--- src/rtl/quad_encoder_gen.sv ---
// Rotary-encoder emulator: walks gray-coded quadrature A/B one step per STEP_CYCLES
// clocks until the emitted position matches the loaded target.
module quad_encoder_gen #(
  parameter int unsigned WIDTH       = 8,
  parameter int unsigned STEP_CYCLES = 16
) (
  input  logic             clk,
  input  logic             reset,
  input  logic             load,
  input  logic [WIDTH-1:0] target,
  output logic             enc_a,
  output logic             enc_b,
  output logic [WIDTH-1:0] position,
  output logic             busy,
  output logic             done
);

  localparam int unsigned TW = $clog2(STEP_CYCLES) + 1;
  localparam logic [TW-1:0] T_LAST = TW'(STEP_CYCLES - 1);

  logic [WIDTH-1:0] target_q, target_d;
  logic [WIDTH-1:0] position_q, position_d;
  logic [TW-1:0]    timer_q, timer_d;
  logic [1:0]       phase_q, phase_d;
  logic             enc_a_q, enc_a_d;
  logic             enc_b_q, enc_b_d;
  logic             done_q, done_d;
  logic             busy_c;
  logic             step_c;

  assign busy_c = (position_q != target_q);

  // Phase index 0..3 maps to AB 00,10,11,01; up steps increment the index.
  always_comb begin
    target_d   = target_q;
    position_d = position_q;
    timer_d    = '0;
    phase_d    = phase_q;
    step_c     = 1'b0;

    if (busy_c) begin
      if (timer_q == T_LAST) begin
        step_c = 1'b1;
        if (target_q > position_q) begin
          position_d = position_q + WIDTH'(1);
          phase_d    = phase_q + 2'd1;
        end else begin
          position_d = position_q - WIDTH'(1);
          phase_d    = phase_q - 2'd1;
        end
      end else begin
        timer_d = timer_q + TW'(1);
      end
    end

    if (load) begin
      target_d = target;
    end

    enc_a_d = phase_d[1] ^ phase_d[0];
    enc_b_d = phase_d[1];
    done_d  = (position_d == target_d) && (step_c || load);
  end

  always_ff @(posedge clk or posedge reset) begin
    if (reset) begin
      target_q   <= '0;
      position_q <= '0;
      timer_q    <= '0;
      phase_q    <= '0;
      enc_a_q    <= 1'b0;
      enc_b_q    <= 1'b0;
      done_q     <= 1'b0;
    end else begin
      target_q   <= target_d;
      position_q <= position_d;
      timer_q    <= timer_d;
      phase_q    <= phase_d;
      enc_a_q    <= enc_a_d;
      enc_b_q    <= enc_b_d;
      done_q     <= done_d;
    end
  end

  assign enc_a    = enc_a_q;
  assign enc_b    = enc_b_q;
  assign position = position_q;
  assign busy     = busy_c;
  assign done     = done_q;

endmodule
--- config.mk ---
export PLATFORM = sky130hd
export DESIGN_NAME = quad_encoder_gen
export DESIGN_NICKNAME = d
export VERILOG_FILES = /design/src/rtl/quad_encoder_gen.sv
export SDC_FILE = /design/constraint.sdc
export NUM_CORES = 1
export LEC_CHECK = 0
export BUFFER_PORTS_ARGS = -buffer_cell sky130_fd_sc_hd__buf_4
export CORE_ASPECT_RATIO = 1.75
export CORE_UTILIZATION = 50
export CTS_CLUSTER_SIZE = 20
export DETAILED_ROUTE_END_ITERATION = 7
export PLACE_DENSITY = 0.67
export SLEW_MARGIN = 20
export SYNTH_ARGS = -nofsm -noshare
export SYNTH_HDL_FRONTEND = slang
export SYNTH_SLANG_ARGS = --single-unit
--- constraint.sdc ---
create_clock -name clk -period 4.7 [get_ports clk]
set_clock_uncertainty 0.1 [all_clocks]
set_input_delay 0.94 -clock clk [delete_from_list [all_inputs] [get_ports clk]]
set_output_delay 0.94 -clock clk [all_outputs]
set_load 0.05 [all_outputs]
==> flow_summary.yaml, run 1 <==
status:
  outcome: "complete, no violations"
hold_path:
  hp-class: "flop to flop"
worst_setup_path:
  crit_type: "flop to flop"
  cp_max_fo: 8
  crit_slowest_cell: "dfrtp_1"
  worstPathRequired_ns: 4.78
  crit_family: "compound AO/OA/AOI/OAI gates"
  cp.arrival_ns: 3.85
  startpoint_type: "flop"
  path_cells: "inv_1 -> ha_1 -> nor2b_1 -> o211ai_1 -> a21oi_1 -> a211o_1 -> nand2_1 -> inv_1 -> fa_1 -> nand2b_1 -> a21oi_1 -> xor2_1 -> xnor2_1 -> o211ai_1 -> a22o_1 -> nor4_2"
  critPathMaxStageDelay_ns: 0.41
  crit_buf_inv: 2
  end_kind: "flop"
placed_design:
  dpl.cell_count: 219
  io_buffers: 22
  dp_hpwl_um: 2610
  placed_area_sq_um: 1800
  place.gp.congestion: 0.870
clock_tree:
  numCtsBuffers: 3
  clk-insertion-delay-late_ns: 0.27
  cts_resized: 0
  hold_buffers: 0
  clkSinkCount: 25
  cts_setup_buffers: 0
  cts_tree: "built"
  clock_path_buffers: 2
  cts_max_level: 1
  path_clk_slew_ns: 0.09
  root_buffer: "clkbuf_8"
final_layout:
  nNetsFinal: 210
  multiInputGateArea_sq_um: 898
  final_cell_area_sq_um: 1850
  layout-drive-gt1-share: 0.210
  diodes: 0
  fin_cells: 223
  ff_latch_area_sq_um: 626
  area_growth_pct: 15.7
  fill_cells: 274
floorplanning:
  rows: 26
  start_util: 0.533
  die_h_um: 76.8
  core-area_sq_um: 2990
  io-pin-count: 23
  die_area_sq_um: 3430
  die_w_um: 44.7
yosys:
  ys_ff_latch: 25
  ys.flop_type: "dfrtp_1"
  async_reset_ff_frac: 1.00
  synth_edf_count: 0
  synthCells: 157
  syn-num-nets: 185
  synth.avg_cell_area_sq_um: 10.2
  synth_area_sq_um: 1600
  ys_seq_area_frac: 0.392
  ys_types: 34
  yosysWarnings: 0
drt:
  drt-pass1-iter-count: 4
  wirelength_um: 3250
  vias: 1204
  viasPerCell: 5.40
  wl_per_cell_um: 14.6
  ant_nets: 0
  drt_iter0_drc: 34
  drc: 0
grt:
  grt_usage: 0.211
  grt_pass1_vias: 1313
  grt_max_degree: 26
  grt_pass1_wl_um: 5440
  overflow: 0
  antenna_found_initial: 0
flow_run:
  drv_cap: 0
sta:
  relSlewSlack: 0.380
  fmax_mhz: 265
  slew_violations: 0
  finalSetupViolations: 0
  rsz0062_at_grt: "false"
  tns_ns: 0
  hold_ws_ns: 0.378
  finalHoldViolCount: 0
  worst_pin_slew_ns: 0.930
  period_share: 0.804
  post-route-min-period_ns: 3.78
-- cells in the final DEF (no fill, tap or decap), types with 2 or more instances in the layout --
cell,instances
a211oi_2,2
a21o_1,2
a21oi_1,7
buf_4,22
clkbuf_8,3
dfrtp_1,25
ha_1,16
inv_1,15
mux2_2,6
mux2i_1,3
nand2_1,11
nand3_1,2
nand4_1,3
nor2_1,10
nor3_1,3
o211ai_1,2
o21ai_0,9
o22ai_1,2
xnor2_1,13
xor2_1,10
-- per-stage QoR --
stage	setup slack, ns	utilization
6_report	0.923	0.617
5_1_grt	0.613	0.617
4_1_cts	0.890	0.617
3_5_place_dp	0.918	0.601
3_3_place_gp	0.998	0.601
2_1_floorplan	0.908	-
-- layer usage --
layer | wire length [um] | share of wire | vias to the layer above | GRT usage
li1 | - | - | 583 | -
met1 | 1230 | 0.38 | 594 | 0.214
met2 | 1880 | 0.58 | 18 | 0.400
met3 | 52 | 0.016 | 9 | 0.0212
met4 | 91 | 0.028 | 0 | 0.0939
met5 | 0 | 0 | - | 0
-- cells in the mapped netlist (2+ instances only) --
master | instances | share of area
a211oi_2 | 2 | 0.016
a21o_1 | 2 | 0.0094
a21oi_1 | 7 | 0.022
dfrtp_1 | 25 | 0.39
ha_1 | 16 | 0.13
inv_1 | 15 | 0.035
mux2_2 | 6 | 0.042
mux2i_1 | 3 | 0.019
nand2_1 | 11 | 0.026
nand3_1 | 2 | 0.0063
nand4_1 | 3 | 0.012
nor2_1 | 10 | 0.024
nor3_1 | 3 | 0.0094
o211ai_1 | 2 | 0.0094
o21ai_0 | 9 | 0.028
o22ai_1 | 2 | 0.0078
xnor2_1 | 13 | 0.071
xor2_1 | 10 | 0.055
-- kinds of logic after synthesis --
family	after synthesis	synth area share
AO/OA/AOI/OAI	29	0.119
XOR/XNOR	23	0.126
adder cells (fa/ha/maj)	17	0.138
buffers and inverters	17	0.0454
flip-flops	25	0.392
multiplexers	10	0.0705
AND/OR/NAND/NOR	36	0.109
-- registers in the layout, indices dropped and copies added (netlist names) --
signal    flops
position      8
done          1
phase_q       1
enc_a         1
timer_q       5
enc_b         1
target_q      8
-- layout make-up --
type | instances | share of cell area
multi-input cells | 115 | 0.486
flip-flops and latches | 25 | 0.339
repair buffers | 22 | 0.0894
well taps | 42 | 0.0285
clock buffers | 3 | 0.0224
clock inverters | 1 | 0.00407
inverters | 15 | 0.0305
-- worst paths after layout --
path / start / endpoint / slack (ns) / cells past startpoint
max in group asynchronous: reset / timer_q[1]$_DFF_PP0_ / 3.16 / 2
worst min register to register: timer_q[0]$_DFF_PP0_ / timer_q[0]$_DFF_PP0_ / 0.38 / 1
min in group asynchronous: reset / target_q[3]$_DFF_PP0_ / 0.77 / 2
worst max-delay path: position[1]$_DFF_PP0_ / done$_DFF_PP0_ / 0.92 / 16
worst max register to register: position[1]$_DFF_PP0_ / done$_DFF_PP0_ / 0.92 / 16
worst min-delay path: timer_q[0]$_DFF_PP0_ / timer_q[0]$_DFF_PP0_ / 0.38 / 1
Power of run 1 is not shown: default switching activity piles up to over one toggle a cycle in this logic, so the estimate is an artifact.
==> run 2: changes to the inputs <==
--- a/config.mk
+++ b/config.mk
@@ -5,12 +5,13 @@
 export SDC_FILE = /design/constraint.sdc
 export NUM_CORES = 1
 export LEC_CHECK = 0
+export ABC_AREA = 1
 export BUFFER_PORTS_ARGS = -buffer_cell sky130_fd_sc_hd__buf_4
 export CORE_ASPECT_RATIO = 1.75
 export CORE_UTILIZATION = 50
 export CTS_CLUSTER_SIZE = 20
 export DETAILED_ROUTE_END_ITERATION = 7
-export PLACE_DENSITY = 0.67
+export PLACE_DENSITY = 0.69
 export SLEW_MARGIN = 20
 export SYNTH_ARGS = -nofsm -noshare
 export SYNTH_HDL_FRONTEND = slang
==> constraint.sdc (replaced) <==
create_clock -name clk -period 3.15 [get_ports clk]
set_clock_uncertainty 0.1 [all_clocks]
set_input_delay 0.63 -clock clk [delete_from_list [all_inputs] [get_ports clk]]
set_output_delay 0.63 -clock clk [all_outputs]
set_load 0.05 [all_outputs]
==> run 2 against run 1 <==
Compared with the run above:
- register-to-register slack lost 0.67 ns
- worst hold slack lost 0.038 ns
- first-iteration DRC count shrank 21%
- setup slack lost 0.67 ns
- sequential share of layout area shrank 7.2 points
- non-clock buffer count grew 13
- cell count grew 51%
- die area grew 16%
- clock-buffer cell count is the same
- synthesized area grew 16%
- via count grew 42%
- critical endpoint unchanged
- largest cell class unchanged
==> flow_summary.yaml, run 2 <==
yosys:
  synthMostInstantiatedCell: "nand2_1"
  synthTopCellsByArea: "dfrtp_1, nand2_1, ha_1"
  ys_ff_latch: 25
  synthCells: 253
  synth.avg_cell_area_sq_um: 7.35
  yosysWarnings: 0
  ys.flop_type: "dfrtp_1"
  netlist.area_leader.share: 0.336
  synth.largest_area_cell: "dfrtp_1"
  ys_seq_area_frac: 0.336
  synth_edf_count: 0
  synth_area_sq_um: 1860
  async_reset_ff_frac: 1.00
  synth_common_cells: "nand2_1, inv_1, nand3_1, dfrtp_1, ha_1"
  ys_types: 26
  syn-num-nets: 281
clock_tree:
  root_buffer: "clkbuf_8"
  cts_max_level: 1
  clk-insertion-delay-late_ns: 0.27
  path_clk_slew_ns: 0.09
  cts_tree: "built"
  clkSinkCount: 25
  numCtsBuffers: 3
  clock_path_buffers: 2
  hold_buffers: 0
final_layout:
  layout-drive-gt1-share: 0.271
  diodes: 0
  layout_common_cells: "nand2_1, inv_1, buf_4"
  area_growth_pct: 26.4
  nNetsFinal: 320
  mostFrequentLayoutCell: "nand2_1"
grt:
  grt_pass1_vias: 1602
  grt_usage: 0.240
  antenna_found_initial: 0
  grt_max_degree: 26
  overflow: 0
  grt_pass1_wl_um: 6720
worst_setup_path:
  end_kind: "flop"
  cp_max_fo: 8
  cp.arrival_ns: 3.00
  crit_type: "flop to flop"
  rr_worst_depth: 19
  worstPathRequired_ns: 3.26
  startpoint_type: "flop"
drt:
  vias: 1704
  drt-pass1-iter-count: 4
  wl_per_cell_um: 13.0
  drc: 0
  drt_iter0_drc: 27
  wirelength_um: 4390
  ant_nets: 0
  viasPerCell: 5.06
floorplanning:
  die_h_um: 82.7
  die_area_sq_um: 3980
  core-area_sq_um: 3590
  io-pin-count: 23
  start_util: 0.518
  die_w_um: 48.1
  rows: 29
sta:
  fmax_mhz: 345
  post-route-min-period_ns: 2.89
  tns_ns: 0
  slew_violations: 0
  finalSetupViolations: 0
  relSlewSlack: 0.379
  period_share: 0.919
  finalHoldViolCount: 0
  worst_pin_slew_ns: 0.925
placed_design:
  dp_hpwl_um: 3330
  io_buffers: 22
  place.gp.congestion: 0.848
hold_path:
  hp-class: "input port to asynchronous set/reset pin"
status:
  outcome: "complete, no violations"
flow_run:
  drv_cap: 0
-- run 2: cell types whose count changed after synthesis, sizes merged, moves of 2 or more --
cell	previous run	this run
or2	1	8
xor2	10	2
nor2	10	15
nand3b	0	2
nand2	12	77
mux2	7	0
o211ai	2	0
mux2i	3	0
inv	15	43
o22ai	2	0
xnor2	13	2
nand3	2	33
nand4	3	7
a211oi	3	0
-- run 2: kinds of logic (layout without fill, tap and decap cells) --
logic type | after synthesis | count (layout) | share of synthesized area
and+or+nand+nor | 144 | 144 | 0.379
buffers and inverters | 44 | 82 | 0.0929
DFF | 25 | 25 | 0.336
AOI/OAI and AO/OA | 19 | 19 | 0.0545
adders and majority gates | 17 | 17 | 0.118
xor gates and xnor gates | 4 | 4 | 0.0188
-- run 2: path summary, 6_finish.rpt --
path | end | slack, ns | startpoint
max in group asynchronous | position[1]$_DFF_PP0_ | 2.13 | reset
setup / recovery | done$_DFF_PP0_ | 0.26 | position[6]$_DFF_PP0_
hold reg to reg | timer_q[0]$_DFF_PP0_ | 0.38 | timer_q[0]$_DFF_PP0_
setup reg to reg | done$_DFF_PP0_ | 0.26 | position[6]$_DFF_PP0_
hold / removal | position[7]$_DFF_PP0_ | 0.34 | reset
min in group clk | timer_q[0]$_DFF_PP0_ | 0.38 | timer_q[0]$_DFF_PP0_
-- run 2: metrics by stage --
step	setup slack [ns]	std cells	utilization	instance area [sq um]	hold WS (ns)
final	0.255	337	0.654	2350	0.341
after global routing	-0.0309	337	0.654	2350	0.402
after CTS	0.0631	332	0.606	2180	0.393
after detailed placement	0.0838	328	0.594	2130	0.383
after global placement	0.140	328	0.594	2130	0.371
after floorplan	0.0197	253	-	1860	0.341
-- run 2: timing repair --
item,4_1_cts,5_1_grt
hold endpoints to repair,0,0
setup buffers,0,5
setup endpoints to repair,0,2
resized for setup,0,26
-- run 2: area by class of cell --
type / count / area [sq um]
tap: 46 / 57.6
multi-input combinational: 184 / 1200
timing repair buffer: 35 / 263
sequential: 25 / 627
clock inverter: 1 / 5.00
fill: 312 / 1240
inverter: 43 / 161
clock buffer: 3 / 41.3
-- run 2: layer usage --
metal  track usage  wire length [um]  share of wire
met5             0                 0              0
met1         0.277              1790           0.41
met4        0.0889                46          0.010
met2         0.432              2470           0.56
met3        0.0217                81          0.018
-- run 2: worst max-delay path, stage by stage (launching register included) --
cell     delay [ns]
dfrtp_1        0.36
inv_1          0.06
ha_1           0.30
nand2_2        0.13
o21ai_1        0.09
nor2_1         0.18
nand2_2        0.10
nand2_4        0.17
inv_1          0.09
fa_2           0.39
xnor2_2        0.15
inv_1          0.07
nand3_1        0.07
nand2_1        0.09
nor2_1         0.05
nor2_1         0.11
nand2_1        0.06
nor2_1         0.09
nand4_1        0.08
nor2_1         0.10
Power of run 2 is left out for the same reason.
==> run 3: changes to the inputs <==
--- a/config.mk
+++ b/config.mk
@@ -8,10 +8,10 @@
 export ABC_AREA = 1
 export BUFFER_PORTS_ARGS = -buffer_cell sky130_fd_sc_hd__buf_4
 export CORE_ASPECT_RATIO = 1.75
-export CORE_UTILIZATION = 50
+export CORE_UTILIZATION = 52
 export CTS_CLUSTER_SIZE = 20
 export DETAILED_ROUTE_END_ITERATION = 7
-export PLACE_DENSITY = 0.69
+export PLACE_DENSITY = 0.72
 export SLEW_MARGIN = 20
 export SYNTH_ARGS = -nofsm -noshare
 export SYNTH_HDL_FRONTEND = slang
==> run 3 against run 2 <==
Compared with the run above:
- cell count unchanged
- register-to-register slack about the same
- core utilization up 1.4 points
- clock-buffer cell count up 1
- via count up 4.5%
- fmax about the same
- global-route usage up 2.3 points
- sequential cell count unchanged
- worst hold slack better by 0.048 ns
- wire length up 1.7%
==> flow_summary.yaml, run 3 (synthesized netlist as in run 2, its figures left out) <==
worst_setup_path:
  crit_family: "simple AND/OR/NAND/NOR gates"
  r2r-end: "done$_DFF_PP0_"
  cp-startpoint: "position[7]$_DFF_PP0_"
  crit_cells: 20
  cp_max_fo: 7
  startpoint_type: "flop"
  regToRegSetupSlack_ns: 0.26
  crit_top_cell: "nand2_1"
  path_cells: "inv_1 -> ha_4 -> nand2_2 -> o21ai_0 -> nor2_1 -> nand2_2 -> nand2_4 -> inv_1 -> fa_2 -> inv_1 -> nand3_1 -> nand3b_1 -> nand2_1 -> nand2_1 -> nand3_1 -> nand2_1 -> nand2_1 -> nor2_1 -> nand4_1 -> nor2_1"
  cp.arrival_ns: 3.00
  end_kind: "flop"
  critPathMaxStageDelay_ns: 0.40
  rr_worst_depth: 20
  crit_slowest_cell: "dfrtp_1"
  reg2reg_from: "position[7]$_DFF_PP0_"
  crit_buf_inv: 3
  crit_type: "flop to flop"
  worstSetupEndpoint: "done$_DFF_PP0_"
  worstPathRequired_ns: 3.26
sta:
  period_share: 0.918
  worst_pin_slew_ns: 0.980
  finalHoldViolCount: 0
  finalSetupViolations: 0
  relSlewSlack: 0.346
  hold_ws_ns: 0.388
  slew_violations: 0
  post-route-min-period_ns: 2.89
  fmax_mhz: 346
  tns_ns: 0
clock_tree:
  numCtsBuffers: 3
  cts_max_level: 1
  root_buffer: "clkbuf_8"
  clock_path_buffers: 2
  path_clk_slew_ns: 0.08
  cts_tree: "built"
  clk-insertion-delay-late_ns: 0.27
  clkSinkCount: 25
floorplanning:
  rows: 28
  io-pin-count: 23
  core-area_sq_um: 3400
  start_util: 0.547
  die_h_um: 81.1
  die_area_sq_um: 3830
  die_w_um: 47.2
grt:
  grt_pass1_vias: 1726
  grt_usage: 0.263
  grt_max_degree: 26
  grt_pass1_wl_um: 7170
  overflow: 0
  antenna_found_initial: 0
drt:
  drt-pass1-iter-count: 6
  wl_per_cell_um: 13.2
  wirelength_um: 4460
  vias: 1781
  drc: 0
  viasPerCell: 5.28
  ant_nets: 0
  drt_iter0_drc: 34
placed_design:
  place.gp.congestion: 0.853
  dp_hpwl_um: 3380
  io_buffers: 22
  dpl.cell_count: 328
status:
  outcome: "complete, no violations"
final_layout:
  layout_common_cells: "nand2_1, inv_1, buf_4"
  nNetsFinal: 321
  fill_cells: 315
  layout-drive-gt1-share: 0.247
  area_growth_pct: 22.2
  diodes: 0
  mostFrequentLayoutCell: "nand2_1"
  fin_cells: 337
hold_path:
  hp-class: "flop to flop"
flow_run:
  drv_cap: 0
## run 3: worst min-delay path by stage
stage                    startpoint  cells past startpoint  slack (ns)                    to
2_1_floorplan  timer_q[0]$_DFF_PP0_                      1        0.34  timer_q[0]$_DFF_PP0_
3_3_place_gp   timer_q[0]$_DFF_PP0_                      1        0.37  timer_q[0]$_DFF_PP0_
3_5_place_dp   timer_q[0]$_DFF_PP0_                      1        0.39  timer_q[0]$_DFF_PP0_
4_1_cts        timer_q[0]$_DFF_PP0_                      1        0.40  timer_q[0]$_DFF_PP0_
5_1_grt        timer_q[0]$_DFF_PP0_                      1        0.41  timer_q[0]$_DFF_PP0_
6_report       timer_q[0]$_DFF_PP0_                      1        0.39  timer_q[0]$_DFF_PP0_
## run 3: final cells by class
cell class | count | area, sq um | share of cell area
well taps | 45 | 56.3 | 0.0248
flip-flops and latches | 25 | 627 | 0.276
inverters | 43 | 161 | 0.0710
clock buffers | 4 | 45.0 | 0.0198
repair buffers | 36 | 270 | 0.119
multi-input cells | 184 | 1110 | 0.490
## run 3: through the flow
stage | cell area, sq um | util | worst slack (ns)
CTS | 2180 | 0.642 | 0.0544
detailed placement | 2140 | 0.629 | 0.0942
floorplan | 1860 | - | 0.0197
global placement | 2140 | 0.629 | 0.152
finish | 2270 | 0.669 | 0.257
global route | 2270 | 0.669 | -0.0272
## run 3: routing by layer
metal | vias to the layer above | global-route usage | routed length (um)
li1 | 884 | - | -
met1 | 850 | 0.311 | 1820
met2 | 33 | 0.444 | 2400
met3 | 14 | 0.0244 | 97
met4 | 0 | 0.149 | 139
met5 | - | 0 | 0
## run 3: what timing repair did
item,4_1_cts,5_1_grt
endpoints found under the setup margin,0,3
hold buffers,0,0
resized for setup,0,15
setup buffers,0,5
Power of run 3 is left out for the same reason.
